[src/rtl/pwm_ramp_ctrl_if.sv]
// Control-side view of one PWM generator: enable, duty-load strobe/value and
// single-LSB step pulses. The sequencer drives (master); the generator listens.
interface pwm_ramp_ctrl_if #(
  parameter int DUTY_W = 3
);
  logic              pwm_en;
  logic              pwm_rst;
  logic [DUTY_W-1:0] pwm_duty;
  logic              pwm_duty_inc;
  logic              pwm_duty_dec;

  // No backpressure: the generator must act on every pulse/strobe in the cycle it is high.
  modport master (
    output pwm_en,
    output pwm_rst,
    output pwm_duty,
    output pwm_duty_inc,
    output pwm_duty_dec
  );

  modport slave (
    input pwm_en,
    input pwm_rst,
    input pwm_duty,
    input pwm_duty_inc,
    input pwm_duty_dec
  );
endinterface

[src/rtl/pwm_ramp_ctrl.sv]
// Ramp sequencer for a PWM generator: loads an initial duty, steps it one LSB
// per STEP_DIV cycles toward a target, ramps down on stop, drops out on fault.
module pwm_ramp_ctrl #(
  parameter int DUTY_W   = 3,
  parameter int DUTY_MAX = 7,
  parameter int STEP_DIV = 16
) (
  input  logic              clk,
  input  logic              rst_n,
  input  logic              start_i,
  input  logic              stop_i,
  input  logic              fault_i,
  input  logic              fault_clr_i,
  input  logic [DUTY_W-1:0] target_i,
  input  logic [DUTY_W-1:0] init_duty_i,
  pwm_ramp_ctrl_if.master   pwm,
  output logic [DUTY_W-1:0] cur_duty_o,
  output logic              busy_o,
  output logic              at_target_o,
  output logic              fault_latched_o,
  output logic [2:0]        state_o
);

  typedef enum logic [2:0] {
    S_IDLE  = 3'd0,
    S_LOAD  = 3'd1,
    S_RAMP  = 3'd2,
    S_HOLD  = 3'd3,
    S_DOWN  = 3'd4,
    S_FAULT = 3'd5
  } state_t;

  localparam logic [DUTY_W-1:0] DMAX = DUTY_W'(DUTY_MAX);
  localparam logic [15:0]       TERM = 16'(STEP_DIV - 1);

  state_t            state_q;
  logic [15:0]       timer_q;
  logic [DUTY_W-1:0] cur_q;
  logic [DUTY_W-1:0] duty_q;
  logic              en_q, rst_q, inc_q, dec_q;
  logic              busy_q, at_q, flt_q;

  logic [DUTY_W-1:0] tgt_c, init_c;
  logic              tc;

  assign tgt_c  = (target_i > DMAX) ? DMAX : target_i;
  assign init_c = (init_duty_i > DMAX) ? DMAX : init_duty_i;
  assign tc     = (timer_q == TERM);

  // The timer is zeroed on the edge that enters LOAD/RAMP/DOWN, so the first
  // step lands exactly STEP_DIV cycles after that edge.
  always_ff @(posedge clk or negedge rst_n) begin
    if (!rst_n) begin
      state_q <= S_IDLE;
      timer_q <= '0;
      cur_q   <= '0;
      duty_q  <= '0;
      en_q    <= 1'b0;
      rst_q   <= 1'b0;
      inc_q   <= 1'b0;
      dec_q   <= 1'b0;
      busy_q  <= 1'b0;
      at_q    <= 1'b0;
      flt_q   <= 1'b0;
    end else begin
      inc_q <= 1'b0;
      dec_q <= 1'b0;
      rst_q <= 1'b0;
      if (fault_i) begin
        state_q <= S_FAULT;
        timer_q <= '0;
        cur_q   <= '0;
        duty_q  <= '0;
        en_q    <= 1'b0;
        busy_q  <= 1'b0;
        at_q    <= 1'b0;
        flt_q   <= 1'b1;
      end else begin
        case (state_q)
          S_IDLE: begin
            if (start_i) begin
              state_q <= S_LOAD;
              timer_q <= '0;
              en_q    <= 1'b1;
              rst_q   <= 1'b1;
              duty_q  <= init_c;
              cur_q   <= init_c;
              busy_q  <= 1'b1;
            end
          end
          S_LOAD: begin
            if (stop_i) begin
              state_q <= S_DOWN;
              timer_q <= '0;
            end else begin
              state_q <= S_RAMP;
              timer_q <= timer_q + 16'd1;
            end
          end
          S_RAMP: begin
            if (stop_i) begin
              state_q <= S_DOWN;
              timer_q <= '0;
            end else if (tc) begin
              timer_q <= '0;
              if (cur_q < tgt_c) begin
                inc_q <= 1'b1;
                cur_q <= cur_q + 1'b1;
              end else if (cur_q > tgt_c) begin
                dec_q <= 1'b1;
                cur_q <= cur_q - 1'b1;
              end else begin
                state_q <= S_HOLD;
                at_q    <= 1'b1;
              end
            end else begin
              timer_q <= timer_q + 16'd1;
            end
          end
          S_HOLD: begin
            timer_q <= '0;
            if (stop_i) begin
              state_q <= S_DOWN;
              at_q    <= 1'b0;
            end else if (tgt_c != cur_q) begin
              state_q <= S_RAMP;
              at_q    <= 1'b0;
            end
          end
          S_DOWN: begin
            if (tc) begin
              timer_q <= '0;
              if (cur_q == '0) begin
                state_q <= S_IDLE;
                en_q    <= 1'b0;
                busy_q  <= 1'b0;
              end else begin
                dec_q <= 1'b1;
                cur_q <= cur_q - 1'b1;
              end
            end else begin
              timer_q <= timer_q + 16'd1;
            end
          end
          S_FAULT: begin
            if (fault_clr_i) begin
              state_q <= S_IDLE;
              flt_q   <= 1'b0;
            end
          end
          default: begin
            state_q <= S_IDLE;
            en_q    <= 1'b0;
            busy_q  <= 1'b0;
            at_q    <= 1'b0;
          end
        endcase
      end
    end
  end

  assign pwm.pwm_en       = en_q;
  assign pwm.pwm_rst      = rst_q;
  assign pwm.pwm_duty     = duty_q;
  assign pwm.pwm_duty_inc = inc_q;
  assign pwm.pwm_duty_dec = dec_q;
  assign cur_duty_o       = cur_q;
  assign busy_o           = busy_q;
  assign at_target_o      = at_q;
  assign fault_latched_o  = flt_q;
  assign state_o          = state_q;

endmodule

[src/flat_wrapper.sv]
// flat-port wrapper written by rule: the top's interface ports become plain ports
module pwm_ramp_ctrl_flat 
#(
  parameter int DUTY_W   = 3,
  parameter int DUTY_MAX = 7,
  parameter int STEP_DIV = 16
)
  (clk, rst_n, start_i, stop_i, fault_i, fault_clr_i, target_i, init_duty_i, cur_duty_o, busy_o, at_target_o, fault_latched_o, state_o, pwm_pwm_en, pwm_pwm_rst, pwm_pwm_duty, pwm_pwm_duty_inc, pwm_pwm_duty_dec);
  pwm_ramp_ctrl_if #(.DUTY_W(DUTY_W)) pwm_i ();
  input  logic clk;
  input  logic rst_n;
  input  logic start_i;
  input  logic stop_i;
  input  logic fault_i;
  input  logic fault_clr_i;
  input  logic [DUTY_W-1:0] target_i;
  input  logic [DUTY_W-1:0] init_duty_i;
  output logic [DUTY_W-1:0] cur_duty_o;
  output logic busy_o;
  output logic at_target_o;
  output logic fault_latched_o;
  output logic [2:0] state_o;
  output wire logic [$bits(pwm_i.pwm_en)-1:0] pwm_pwm_en;
  output wire logic [$bits(pwm_i.pwm_rst)-1:0] pwm_pwm_rst;
  output wire logic [$bits(pwm_i.pwm_duty)-1:0] pwm_pwm_duty;
  output wire logic [$bits(pwm_i.pwm_duty_inc)-1:0] pwm_pwm_duty_inc;
  output wire logic [$bits(pwm_i.pwm_duty_dec)-1:0] pwm_pwm_duty_dec;
  assign pwm_pwm_en = pwm_i.pwm_en;
  assign pwm_pwm_rst = pwm_i.pwm_rst;
  assign pwm_pwm_duty = pwm_i.pwm_duty;
  assign pwm_pwm_duty_inc = pwm_i.pwm_duty_inc;
  assign pwm_pwm_duty_dec = pwm_i.pwm_duty_dec;
  pwm_ramp_ctrl #(.DUTY_W(DUTY_W), .DUTY_MAX(DUTY_MAX), .STEP_DIV(STEP_DIV)) u_core (.clk(clk), .rst_n(rst_n), .start_i(start_i), .stop_i(stop_i), .fault_i(fault_i), .fault_clr_i(fault_clr_i), .target_i(target_i), .init_duty_i(init_duty_i), .pwm(pwm_i), .cur_duty_o(cur_duty_o), .busy_o(busy_o), .at_target_o(at_target_o), .fault_latched_o(fault_latched_o), .state_o(state_o));
endmodule
[config.mk]
export PLATFORM = sky130hd
export DESIGN_NAME = pwm_ramp_ctrl_flat
export DESIGN_NICKNAME = d
export VERILOG_FILES = /design/src/rtl/pwm_ramp_ctrl_if.sv /design/src/rtl/pwm_ramp_ctrl.sv /design/src/flat_wrapper.sv
export SDC_FILE = /design/constraint.sdc
export NUM_CORES = 1
export LEC_CHECK = 0
export BUFFER_PORTS_ARGS = -buffer_cell sky130_fd_sc_hd__buf_2
export CAP_MARGIN = 10
export CELL_PAD_IN_SITES_DETAIL_PLACEMENT = 1
export CELL_PAD_IN_SITES_GLOBAL_PLACEMENT = 2
export CORE_ASPECT_RATIO = 0.75
export CORE_UTILIZATION = 38
export DETAILED_ROUTE_END_ITERATION = 10
export HOLD_SLACK_MARGIN = 0.03
export PLACE_DENSITY = 0.94
export SYNTH_ARGS = -nofsm -noshare
export SYNTH_HDL_FRONTEND = slang
export SYNTH_SLANG_ARGS = --single-unit
[constraint.sdc]
create_clock -name clk -period 5.1 [get_ports clk]
set_input_delay 0.255 -clock clk [delete_from_list [all_inputs] [get_ports clk]]
set_output_delay 0.255 -clock clk [all_outputs]
set_load 0.01 [all_outputs]
==> results by group <==
Synth
  – Synthesized area: 0.00202 sq mm
  – Syn Nets: 242
  – Top_reg_cell synth: dfrtp_1
  – Post-synth top area cell: dfrtp_1
  – Post-synthesis sequential area ratio: 38.4%
  – Count leader, synth: dfrtp_1
  – Mapped Cells: 223
  – Synth area leaders: dfrtp_1 38%, nor2_1 4.6%, ha_1 4.3%, nand2_1 3.2%, nor4_1 3.1%
  – Number of synthesized flops with an enable pin: 0
  – #FFs+latches synth: 31
  – Syn_area_per_cell: 9.06 sq um
  – Post-synthesis cell type count: 54
  – Asr flop ratio synth: 100%
  – Top cell type's share of synthesized area: 38.4%
  – Syn. warnings: 0
  – Post-synth top cells: 31 x dfrtp_1, 25 x nor2_1, 17 x nand2_1

Power and ir drop
  – Maximum vdd drop: 0.000183 V
  – Sequential share of power: 40.9%
  – Pwr/cell area: 319 mW/mm^2
  – Clk pwr share: 26.4%
  – Switching pwr: 271 uW
  – Logic pwr share: 32.8%
  – Pint: 448 uW
  – Leak pwr: 0.000962 uW
  – Switch share: 37.7%

Routing
  – Top sig layer: met4
  – Total Wirelength: 5.29 mm
  – WL met1: 2.82 mm
  – Met2 wire length: 2.12 mm
  – WL/cell: 16.6 um
  – Remaining DRCs: 0
  – TritonRoute pass-1 iters: 4
  – Drt first-iter violations: 105
  – Routed wl met3: 327 um
  – Vias: 1781
  – Routed vias/inst: 5.60
  – Antenna viol nets, final: 0

Layout
  – Final #Nets: 264
  – Area Overhead vs Synth: 11.6%
  – Fillers: 637
  – Number of diodes: 0
  – Filler-free cell count of the finished design: 318
  – Register area: 776 sq um
  – Share of cells above drive strength 1: 19.5%
  – Fin util: 45.0%
  – Multi-input gate area: 0.00113 sq mm
  – Final instance area: 0.00225 sq mm

Place
  – Inst Count DP: 310
  – Global placer's final weighted congestion: 0.801
  – Half-perimeter wire length after placement: 3.80 mm
  – Dpl cell area: 0.00217 sq mm
  – PortBufs: 27

Timing
  – Clk_skew: 4.46 ps
  – Final Hold Violating Endpoints: 0
  – Final worst path period share: 50.4%
  – RSZ-0062 raised after global routing: false
  – Tmin final: 2570 ps
  – Slew headroom: 40.3%
  – Hold slack: 11.9 ps
  – Max Slew Vio Count: 0
  – Setup TNS: 0 ps
  – # setup viols final: 0
  – Fmax: 389 MHz
  – Worst Tran Pin Value: 895 ps

Worst setup path
  – Setup CP Type: flip-flop to flip-flop
  – CP required: 5260 ps
  – Worst Setup SP: u_core.state_o[0]
  – Setup crit start kind: flip-flop
  – R2R Setup Slk: 2530 ps
  – Crit path capture type: flip-flop
  – Worst r2r src: u_core.state_o[0]
  – Capture point of the worst reg-to-reg path: u_core.timer_q[9]
  – Worst r2r path cells: 5
  – WP data arrival: 2730 ps
  – Worst-path fanout max: 19

Clocking
  – Post-CTS Resized: 0
  – Worst skew pair latency: 290 ps
  – Hold buffers post-CTS: 0
  – TritonCTS Sinks: 31
  – Num CTS Buffers: 5
  – Clock slew at reported path FFs: 70 ps
  – H-tree Lvls: 2
  – CTS tree: yes
  – Clk buf depth: 2
  – Root Driver: clkbuf_8
  – Setup Buffers After CTS: 0

Floorplan
  – Num ports: 28
  – Die height: 65.1 um
  – Die X: 86.2 um
  – Initial Utilization: 40.3%
  – Die ar.: 0.00561 sq mm
  – FP Rows: 22
  – Core area: 0.00501 sq mm

Global route
  – Number of global-route vias before repair: 1734
  – Antenna violations before repair: 0
  – First-pass GRT wire length: 8.90 mm
  – Total GRT Usage: 21.0%
  – Gr ovfl total: 0
  – Largest net degree at the start of global routing: 32

Flow run
  – MaxCap Viol Count: 0

Min path
  – Hold crit path type: input port to asynchronous set/reset pin

Outcome
  – Status: finished, final reports clean
==> kinds of logic after synthesis <==
logic type	count (synthesis)	synth area share, %
DFF	31	38.4
AOI/OAI and AO/OA	48	19.1
and+or+nand+nor	100	26.0
muxes	3	1.55
buffers and inverters	22	5.39
adders and majority gates	7	4.34
xor gates and xnor gates	12	5.20
==> worst max path at each step <==
stage                                 endpoint  slack, ps  depth (start not counted)
after global placement       u_core.timer_q[9]       2640                          5
after detailed placement    u_core.timer_q[12]       2570                          5
final                        u_core.timer_q[9]       2530                          5
after global routing        u_core.timer_q[14]       2360                          5
after CTS                    u_core.timer_q[9]       2560                          5
after floorplan           u_core.cur_duty_o[1]       3110                          8
==> state kept, by name, summed over array words and instances, names as in the netlist <==
register,count
u_core.at_target_o,1
u_core.busy_o,1
u_core.cur_duty_o,3
u_core.fault_latched_o,1
u_core.pwm.pwm_duty,3
u_core.pwm.pwm_duty_dec,1
u_core.pwm.pwm_duty_inc,1
u_core.pwm.pwm_rst,1
u_core.state_o,3
u_core.timer_q,16
==> power by group through the flow <==
stage,Combinational (uW),Sequential (uW),Clock (uW)
2_1_floorplan,176,287,0
3_3_place_gp,226,296,0
3_5_place_dp,232,297,0
4_1_cts,234,293,194
5_1_grt,259,298,208
6_report,236,294,190
==> worst max-delay path: stages, from the launching register on <==
cell and delay (ps):
dfrtp_1 620, or4_1 640, a21oi_1 740, nor4_1 180, xnor2_1 220, nor2_2 50
==> metal layers <==
metal	track usage, %	vias up
met5	0	-
met4	3.75	0
met3	5.53	4
met2	28.6	35
met1	32.9	878
li1	-	864
==> layout by cell type (no fill, tap or decap), types with 2 or more instances in the layout <==
cell type / instances
a2111oi_0: 2
a21o_1: 4
a21oi_1: 7
a21oi_2: 3
a2bb2oi_1: 2
a31oi_1: 5
a32o_1: 2
and2_1: 2
and3_1: 4
buf_2: 27
clkbuf_1: 2
clkbuf_8: 5
dfrtp_1: 31
ha_1: 7
inv_1: 10
mux2i_1: 2
nand2_1: 17
nand2b_1: 2
nand3_1: 12
nand3b_1: 3
nand4_1: 7
nor2_1: 25
nor2b_1: 4
nor3_1: 4
nor4_1: 10
o21ai_0: 9
or3_1: 2
xnor2_1: 5
xor2_1: 7
==> stage by stage <==
stage                     total power, uW  worst slack (ps)
final                                 719              2530
after global routing                  765              2360
after CTS                             721              2560
after detailed placement              529              2570
after global placement                522              2640
after floorplan                       463              3110
==> final cells by class <==
cell class / count / share of cell area (%)
inverters: 10 / 1.66
multi-input cells: 170 / 50.3
clock buffers: 7 / 3.39
repair buffers: 27 / 5.99
flip-flops and latches: 31 / 34.4
well taps: 72 / 4.00
clock inverters: 1 / 0.222
(Power assumes the default switching activity.)
